### src/rtl/data_island_packet_serializer_if.sv
// ---------------------------------------------------------------------------
// data_island_packet_serializer_if
// Groups the packet-in handshake and the serialized data-island word stream
// of the data island packet serializer.
//   in_valid    : source holds a packet on header/sub
//   in_ready    : serializer accepts a packet this cycle
//   header      : HB2,HB1,HB0 ([7:0]=HB0)
//   sub         : four 56-bit subpackets, sub[i][7:0] = byte 0 of subpacket i
//   out_valid   : packet_data valid this cycle
//   out_first   : word 0 of a packet
//   out_last    : word 31 of a packet
//   packet_data : [0]=ch0 bit2, [4:1]=ch1 bits, [8:5]=ch2 bits
// master = packet source / TERC4 side, slave = serializer.
// ---------------------------------------------------------------------------
interface data_island_packet_serializer_if;
    logic             in_valid;
    logic             in_ready;
    logic [23:0]      header;
    logic [3:0][55:0] sub;
    logic             out_valid;
    logic             out_first;
    logic             out_last;
    logic [8:0]       packet_data;

    modport master (
        output in_valid, header, sub,
        input  in_ready, out_valid, out_first, out_last, packet_data
    );

    modport slave (
        input  in_valid, header, sub,
        output in_ready, out_valid, out_first, out_last, packet_data
    );
endinterface

### src/rtl/data_island_packet_serializer.sv
// ---------------------------------------------------------------------------
// data_island_packet_serializer
// Latches one packet (24-bit header + four 56-bit subpackets), appends the
// BCH(32,24) header parity and BCH(64,56) subpacket parities, and emits the
// packet as 32 consecutive 9-bit data-island words, LSB first. Parity is
// accumulated serially as the data bits are emitted.
// Ports:
//   clk_pixel : pixel clock
//   reset_n   : synchronous reset, active low
//   bus       : slave modport of data_island_packet_serializer_if
// ---------------------------------------------------------------------------
module data_island_packet_serializer (
    input  logic                               clk_pixel,
    input  logic                               reset_n,
    data_island_packet_serializer_if.slave     bus
);

    typedef enum logic [0:0] {
        IDLE = 1'b0,
        SEND = 1'b1
    } state_t;

    // One LFSR step of G(x)=1+x^6+x^7+x^8 for data bit b.
    function automatic logic [7:0] ecc_step(input logic [7:0] e, input logic b);
        logic [7:0] fb;
        fb       = (e[0] ^ b) ? 8'h83 : 8'h00;
        ecc_step = {1'b0, e[7:1]} ^ fb;
    endfunction

    state_t           state_r;
    state_t           state_next_s;
    logic [4:0]       k_r;
    logic [4:0]       k_next_s;
    logic [4:0]       j_s;
    logic [7:0]       hecc_r;
    logic [7:0]       hecc_next_s;
    logic [3:0][7:0]  secc_r;
    logic [3:0][7:0]  secc_next_s;
    logic [23:0]      hdr_sh_r;
    logic [23:0]      hdr_sh_next_s;
    logic [3:0][55:0] sub_sh_r;
    logic [3:0][55:0] sub_sh_next_s;
    logic             accept_s;
    logic             do_load_s;
    logic             do_adv_s;
    logic             in_ready_next_s;
    logic             valid_next_s;
    logic             first_next_s;
    logic             last_next_s;
    logic [8:0]       data_next_s;

    // Next-state logic: load on accept, otherwise walk the 32 words.
    always_comb begin
        accept_s     = bus.in_valid & bus.in_ready;
        do_load_s    = 1'b0;
        do_adv_s     = 1'b0;
        state_next_s = state_r;
        case (state_r)
            IDLE: begin
                if (accept_s) begin
                    do_load_s    = 1'b1;
                    state_next_s = SEND;
                end else begin
                    state_next_s = IDLE;
                end
            end
            SEND: begin
                if (k_r != 5'd31) begin
                    do_adv_s     = 1'b1;
                    state_next_s = SEND;
                end else if (accept_s) begin
                    // Back-to-back: word 0 of the next packet follows word 31.
                    do_load_s    = 1'b1;
                    state_next_s = SEND;
                end else begin
                    state_next_s = IDLE;
                end
            end
            default: begin
                state_next_s = IDLE;
            end
        endcase
    end

    // Datapath: next word, parity accumulation and shadow shift registers.
    always_comb begin
        k_next_s      = k_r;
        j_s           = k_r + 5'd1;
        hecc_next_s   = hecc_r;
        secc_next_s   = secc_r;
        hdr_sh_next_s = hdr_sh_r;
        sub_sh_next_s = sub_sh_r;
        valid_next_s  = 1'b0;
        first_next_s  = 1'b0;
        last_next_s   = 1'b0;
        data_next_s   = 9'd0;

        if (do_load_s) begin
            // Word 0 comes straight from the inputs; the rest is shadowed
            // already shifted so bit 0 is always the next bit to send.
            k_next_s       = 5'd0;
            valid_next_s   = 1'b1;
            first_next_s   = 1'b1;
            data_next_s[0] = bus.header[0];
            hecc_next_s    = ecc_step(8'h00, bus.header[0]);
            hdr_sh_next_s  = {1'b0, bus.header[23:1]};
            for (int i = 0; i < 4; i++) begin
                data_next_s[1+i] = bus.sub[i][0];
                data_next_s[5+i] = bus.sub[i][1];
                secc_next_s[i]   = ecc_step(ecc_step(8'h00, bus.sub[i][0]), bus.sub[i][1]);
                sub_sh_next_s[i] = {2'b00, bus.sub[i][55:2]};
            end
        end else if (do_adv_s) begin
            k_next_s     = j_s;
            valid_next_s = 1'b1;
            last_next_s  = (j_s == 5'd31);

            if (j_s < 5'd24) begin
                data_next_s[0] = hdr_sh_r[0];
                hecc_next_s    = ecc_step(hecc_r, hdr_sh_r[0]);
                hdr_sh_next_s  = {1'b0, hdr_sh_r[23:1]};
            end else begin
                // Words 24..31: parity byte, frozen, bit index = j-24.
                data_next_s[0] = hecc_r[j_s[2:0]];
            end

            for (int i = 0; i < 4; i++) begin
                if (j_s < 5'd28) begin
                    data_next_s[1+i] = sub_sh_r[i][0];
                    data_next_s[5+i] = sub_sh_r[i][1];
                    secc_next_s[i]   = ecc_step(ecc_step(secc_r[i], sub_sh_r[i][0]), sub_sh_r[i][1]);
                    sub_sh_next_s[i] = {2'b00, sub_sh_r[i][55:2]};
                end else begin
                    // Words 28..31 carry parity bits 2(j-28) and 2(j-28)+1.
                    data_next_s[1+i] = secc_r[i][{j_s[1:0], 1'b0}];
                    data_next_s[5+i] = secc_r[i][{j_s[1:0], 1'b1}];
                end
            end
        end else begin
            // Idle: outputs quiet, counter and parity hold.
            k_next_s = k_r;
        end

        if (state_next_s == IDLE) begin
            in_ready_next_s = 1'b1;
        end else if (k_next_s == 5'd31) begin
            in_ready_next_s = 1'b1;
        end else begin
            in_ready_next_s = 1'b0;
        end
    end

    // State, datapath and registered outputs; reset aborts any packet.
    always_ff @(posedge clk_pixel) begin
        if (!reset_n) begin
            state_r         <= IDLE;
            k_r             <= 5'd0;
            hecc_r          <= 8'h00;
            secc_r          <= '0;
            hdr_sh_r        <= 24'd0;
            sub_sh_r        <= '0;
            bus.in_ready    <= 1'b0;
            bus.out_valid   <= 1'b0;
            bus.out_first   <= 1'b0;
            bus.out_last    <= 1'b0;
            bus.packet_data <= 9'd0;
        end else begin
            state_r         <= state_next_s;
            k_r             <= k_next_s;
            hecc_r          <= hecc_next_s;
            secc_r          <= secc_next_s;
            hdr_sh_r        <= hdr_sh_next_s;
            sub_sh_r        <= sub_sh_next_s;
            bus.in_ready    <= in_ready_next_s;
            bus.out_valid   <= valid_next_s;
            bus.out_first   <= first_next_s;
            bus.out_last    <= last_next_s;
            bus.packet_data <= data_next_s;
        end
    end

endmodule

### src/flat_wrapper.sv
// flat-port wrapper written by rule: the top's interface ports become plain ports
module data_island_packet_serializer_flat 
  (clk_pixel, reset_n, bus_in_valid, bus_header, bus_sub, bus_in_ready, bus_out_valid, bus_out_first, bus_out_last, bus_packet_data);
  data_island_packet_serializer_if bus_i ();
  input  logic clk_pixel;
  input  logic reset_n;
  input wire logic [$bits(bus_i.in_valid)-1:0] bus_in_valid;
  input wire logic [$bits(bus_i.header)-1:0] bus_header;
  input wire logic [$bits(bus_i.sub)-1:0] bus_sub;
  output wire logic [$bits(bus_i.in_ready)-1:0] bus_in_ready;
  output wire logic [$bits(bus_i.out_valid)-1:0] bus_out_valid;
  output wire logic [$bits(bus_i.out_first)-1:0] bus_out_first;
  output wire logic [$bits(bus_i.out_last)-1:0] bus_out_last;
  output wire logic [$bits(bus_i.packet_data)-1:0] bus_packet_data;
  assign bus_i.in_valid = bus_in_valid;
  assign bus_i.header = bus_header;
  assign bus_i.sub = bus_sub;
  assign bus_in_ready = bus_i.in_ready;
  assign bus_out_valid = bus_i.out_valid;
  assign bus_out_first = bus_i.out_first;
  assign bus_out_last = bus_i.out_last;
  assign bus_packet_data = bus_i.packet_data;
  data_island_packet_serializer u_core (.clk_pixel(clk_pixel), .reset_n(reset_n), .bus(bus_i));
endmodule
### config.mk
export PLATFORM = sky130hd
export DESIGN_NAME = data_island_packet_serializer_flat
export DESIGN_NICKNAME = d
export VERILOG_FILES = /design/src/rtl/data_island_packet_serializer_if.sv /design/src/rtl/data_island_packet_serializer.sv /design/src/flat_wrapper.sv
export SDC_FILE = /design/constraint.sdc
export NUM_CORES = 1
export LEC_CHECK = 0
export BUFFER_PORTS_ARGS = -buffer_cell sky130_fd_sc_hd__buf_2
export CORE_UTILIZATION = 57
export CTS_CLUSTER_DIAMETER = 80
export DETAILED_ROUTE_END_ITERATION = 10
export GPL_ROUTABILITY_DRIVEN = 0
export HOLD_SLACK_MARGIN = 0.15
export PLACE_DENSITY = 0.81
export SLEW_MARGIN = 25
export SYNTH_ARGS = -nofsm -noshare
export SYNTH_HDL_FRONTEND = slang
export SYNTH_SLANG_ARGS = --single-unit
### constraint.sdc
create_clock -name clk_pixel -period 2.78 [get_ports clk_pixel]
set_input_delay 0.139 -clock clk_pixel [delete_from_list [all_inputs] [get_ports clk_pixel]]
set_output_delay 0.139 -clock clk_pixel [all_outputs]
set_load 0.1 [all_outputs]
; Word-level counts from Yosys, hierarchy flattened
; Index checks and enable logic that the tools add are counted.
[word_totals]
ff_bits = 298
latch_bits = 0
ram_bits = 0
romBits = 0
input_bits = 251
out_inout_bits = 13
elab_cells = 141
n_memories = 0
[classes]
addsub = 1
multipliers = 0
div_mod_pow = 0
order_cmp = 5
n_eq_ne = 3
shift = 0
muxes = 79
bitwise = 30
n_reduce_logical = 6
[op_table]
columns = operator, n
row1 = $mux W222, 2
row2 = $mux W54, 4
row3 = $mux W8, 25
row4 = $xor A7 B8 Y8, 13
row5 = $mux W23, 3
row6 = $mux W32, 2
row7 = $mux W1, 28
row8 = $mux W9, 2
row9 = $bmux W1 S2, 8
row10 = $xor A1 B1 Y1, 13
row11 = $lt A3 B4 Y1 const B, 3
row12 = $eq A5 B5 Y1 const B, 2
row13 = $lt A5 B5 Y1 const B, 2
row14 = $mux W5, 2
row15 = $reduce_bool A2 Y1, 3
row16 = $add A5 B1 Y5 const B, 1
row17 = $ne A5 B5 Y1 const B, 1
row18 = $pmux W1 S2, 2
row19 = $reduce_and A2 Y1, 2
row20 = $bmux W1 S3, 1
row21 = $not A1 Y1, 3
row22 = $reduce_or A3 Y1, 1
row23 = $and A1 B1 Y1, 1

; Longest topological paths before layout
[depth]
depth_word = 9
mapped_depth = 10
ltp_nobuf = 7

; Least setup slack after synthesis
; OpenSTA, ideal clock, no wires.
[synth_path]
kind = reg2reg
startpoint = register u_core.k_r[0]
endpoint = register u_core.bus.packet_data[0]
setup_ns = 0.122
arrival_time_ns = 2.361
t_required_ns = 2.658
path_slack_ns = 0.297
path_stages_with_launch = 10
n_path_buf = 3
period_less_slack_ns = 2.483
path_cell_list = dfxtp_1 > buf_4 > clkbuf_1 > inv_1 > ha_1 > buf_1 > mux4_2 > mux2_2 > nand3_1 > nand3_1
[synth_via]
elab_chain_cells = 6
elab_cells_between_ends = 12
classes_between = add/sub (1) / order compare (1) / eq/ne (1) / mux (9)
[synth_lines]
columns = item, line
row1 = start: declaration, data_island_packet_serializer.sv:32  ; logic [4:0] k_r;
row2 = start signal: assignment, data_island_packet_serializer.sv:169  ; k_r <= k_next_s;
row3 = $add A5 B1 Y5, data_island_packet_serializer.sv:88  ; j_s = k_r + 5'd1;
row4 = $bmux W1 S3, data_island_packet_serializer.sv:124  ; data_next_s[0] = hecc_r[j_s[2:0]];
row5 = $mux W1 (implied by the code), data_island_packet_serializer.sv:124
row6 = $mux W1, data_island_packet_serializer.sv:118  ; if (j_s < 5'd24) begin
row7 = $mux W9, data_island_packet_serializer.sv:113  ; end else if (do_adv_s) begin
row8 = $mux W9 (*), data_island_packet_serializer.sv:98  ; if (do_load_s) begin
row9 = end signal: assignment, data_island_packet_serializer.sv:178  ; bus.packet_data <= data_next_s;
row10 = end: declaration, data_island_packet_serializer_if.sv:32  ; output in_ready, out_valid, out_first, out_last, packet_data
; Mark *: on every way between the ends. The rest lies on a longest branch, timed or not. The select of a mux whose other input is x is not followed.
; A chain may end at the register's enable or synchronous reset.

; Worst setup path in the final report
[layout_path]
startpoint = register u_core.k_r[1]
endpoint = register u_core.sub_sh_r[177] in the netlist's numbering
[layout_via]
elab_chain_cells = 5
elab_cells_between_ends = 11
classes_between = add/sub (1) / order compare (1) / eq/ne (1) / mux (5) / reduce/logical (3)
[layout_lines]
columns = item, line
row1 = "parallel branches: the longest is 5 deep, another holds $add A5 B1 Y5", -
row2 = end signal: assignment, data_island_packet_serializer.sv:173  ; sub_sh_r <= sub_sh_next_s;
row3 = end: declaration, data_island_packet_serializer.sv:41  ; logic [3:0][55:0] sub_sh_r;
; Several ways; the timed one is not identified.

==> metrics.csv <==
stage,metric,value,unit
run_status,outcome,"finished, final reports clean",
synthesis,yosys.area.top_type,dfxtp_1,
synthesis,synth-simple-area-share,22.0,%
critical_path,endpoint_kind,register,
timing,skew,15.6,ps
synthesis,synthAdderAreaFrac,0.252,%
timing,finalSetupTns,0,ps
timing,slew_headroom,50.4,%
layout,nFillCells,1587,
drt,routed-wl-met3,4.85,mm
die,die_area,26800,um^2
grt,grt_overflow,0,
critical_path,path_max_fanout,49,
timing,rsz0062_at_grt,no,
die,rows,58,
drt,vias,15759,
synthesis,synth-compound-area-share,28.0,%
drt,ant_nets,0,
clocking,insertion_delay,570,ps
synthesis,synth_top_area_share,40.0,%
synthesis,async_flop_share,0,%
synthesis,ys_warn_count,0,
grt,grt_pass1_vias,15487,
critical_path,critPathArrivalTime,3070,ps
clocking,cts_root_buffer,clkbuf_16,
synthesis,synthesis.area,14900,um^2
drt,drt_iter0_drc,2228,
timing,setup_viol,0,
place,dp_hpwl,24.3,mm
grt,grt_pass1_wl,82.5,mm
pwr,p_total,11.3,mW
place,io_buffers,263,
clocking,post_cts_buffers,0,
drt,first_pass_iters,5,
die,die_height,164,um
drt,highest_layer,met5,
die,start_util,58.7,%
synthesis,ys_seq_area_share,40.0,%
layout,nets,2343,
clocking,cts_buffer_depth,3,
timing,period_needed,2630,ps
critical_path,cp-start-kind,register,
layout,postLayoutCoreUtil,78.4,%
drt,wire_per_inst,20.9,um
die,core-area,25400,um^2
clocking,path_clk_slew,60,ps
clocking,h-tree-depth,1,
pwr,max-vdd-ir-drop,0.000396,V
clocking,cts_sinks,298,
min_path,worstHoldPathType,in -> reg,
synthesis,synth-edff-count,0,
layout,area_delta_synth_final,33.5,%
grt,grt_max_degree,136,
die,io_pins,264,
die,die_w,164,um
drt,via_per_inst,6.43,
synthesis,synth_flop_cell,dfxtp_1,
grt,track_usage,38.7,%
layout,drive_gt1_share,28.3,%
timing,hold_violations,0,
critical_path,crit_required,3220,ps
synthesis,synth.area.mux_share,1.75,%
drt,drc,0,
timing,clock.fmax,380,MHz
pwr,power_density,567,nW/um^2
clocking,cts_tree,yes,
synthesis,syn_inst,1694,
clocking,cts_buffers,30,
synthesis,synth_nets,1948,
pwr,p_leak,7.68,nW
timing,tightest_slew,744,ps
synthesis,synth.area.top_cells,"dfxtp_1, a211oi_2, o21ai_0, nor3_2, nor2_1",
drt,wl,51.2,mm
synthesis,synth_cell_types,54,
synthesis,ys_seq_elements,298,
timing,slew_viol_final,0,
synthesis,yosys-top-cells-count,"dfxtp_1, o21ai_0, nor2_1",
synthesis,synth.most_common_cell,dfxtp_1,
synthesis,synth_area_per_cell,8.80,um^2
grt,grt_antenna_before_repair,17,
timing,final.period_utilization,94.6,%
synthesis,synth_top_family_by_area,compound AO/OA/AOI/OAI gates,
critical_path,critPathKind,reg -> reg,
drt,met1Wirelength,19.4,mm
flow_run,maxCapViolCount,0,
synthesis,synth_xor_area_share,1.64,%
drt,wl_met2,24.4,mm
-- final timing paths --
path,from,slack [ps],end,depth (start not counted)
setup / recovery,u_core.k_r[1]$_SDFF_PN0_,150,u_core.sub_sh_r[177]$_SDFFE_PN0P_,8
hold / removal,bus_header[6],370,u_core.hdr_sh_r[5]$_SDFFE_PN0P_,4
setup reg to reg,u_core.k_r[1]$_SDFF_PN0_,150,u_core.sub_sh_r[177]$_SDFFE_PN0P_,8
hold reg to reg,u_core.secc_r[12]$_SDFFE_PN0P_,490,u_core.secc_r[10]$_SDFFE_PN0P_,2
-- cell type report --
cell class,instances,area [um^2],area share [%]
Timing Repair Buffer,560,4480,22.5
Antenna cell,12,30.0,0.151
Sequential cell,298,5970,30.0
Clock inverter,5,61.3,0.308
Tap cell,330,413,2.07
Clock buffer,47,895,4.49
Multi-Input combinational cell,1193,8050,40.4
Inverter,6,22.5,0.113
-- critical path, stage by stage (launching register included) --
cell and delay [ps]:
dfxtp_1 360, ha_1 210, and3_1 180, ha_1 380
and4b_1 290, nor2_4 160, nand2_8 290, buf_12 300
a211oi_1 320
-- metal layers --
layer  GRT usage, %  vias to the layer above
li1               -                     7027
met1           46.3                     7408
met2           62.4                     1053
met3           12.0                      261
met4           19.9                       10
met5          0.758                        -
-- cells in the final DEF (no fill, tap or decap), drive strengths merged, types with 10 or more instances in the layout --
cell type      n
a21oi         22
xnor2         23
nor2         217
nand4         36
nand2         24
a21boi        21
buf          310
o21ai        231
dlygate4sd3  249
o211ai        50
a211oi       208
mux4          10
nor3         208
dfxtp        298
nand3         81
clkbuf        48
diode         12
-- where the power goes --
group | internal [mW] | switching (mW) | total [mW]
sequential | 4.68 | 0.297 | 4.98
combinational | 1.03 | 1.28 | 2.31
clock | 2.28 | 1.72 | 4.00
total | 8.00 | 3.30 | 11.3
-- repair_timing --
item / 4_1_cts / 5_1_grt
hold buffers: 249 / 0
gates resized for setup: 0 / 9
hold endpoints to repair: 267 / 0
setup endpoints to repair: 0 / 5
-- cells by family after synthesis --
group / count (synthesis)
AOI/OAI and AO/OA: 557
xor gates and xnor gates: 28
adders and majority gates: 3
buffers and inverters: 203
DFF: 298
muxes: 13
and+or+nand+nor: 592
-- metrics by stage --
step           area (um^2)  std cells  worst slack, ps  hold WS, ps
2_1_floorplan        14900       1694              297          248
3_3_place_gp         16400       2138              226          378
3_5_place_dp         16400       2138              110          377
4_1_cts              19900       2439              134          340
5_1_grt              19900       2447             27.2          377
6_report             19900       2451              149          367
-- sequential cells by signal, summed over array words and instances (netlist names) --
| register | count |
|---|---|
| u_core.secc_r | 32 |
| u_core.hecc_r | 8 |
| u_core.state_r | 1 |
| u_core.sub_sh_r | 216 |
| u_core.bus.out_valid | 1 |
| u_core.bus.out_first | 1 |
| u_core.bus.packet_data | 9 |
| u_core.hdr_sh_r | 23 |
| u_core.bus.out_last | 1 |
| u_core.k_r | 5 |
| u_core.bus.in_ready | 1 |
(Power assumes the default switching activity.)
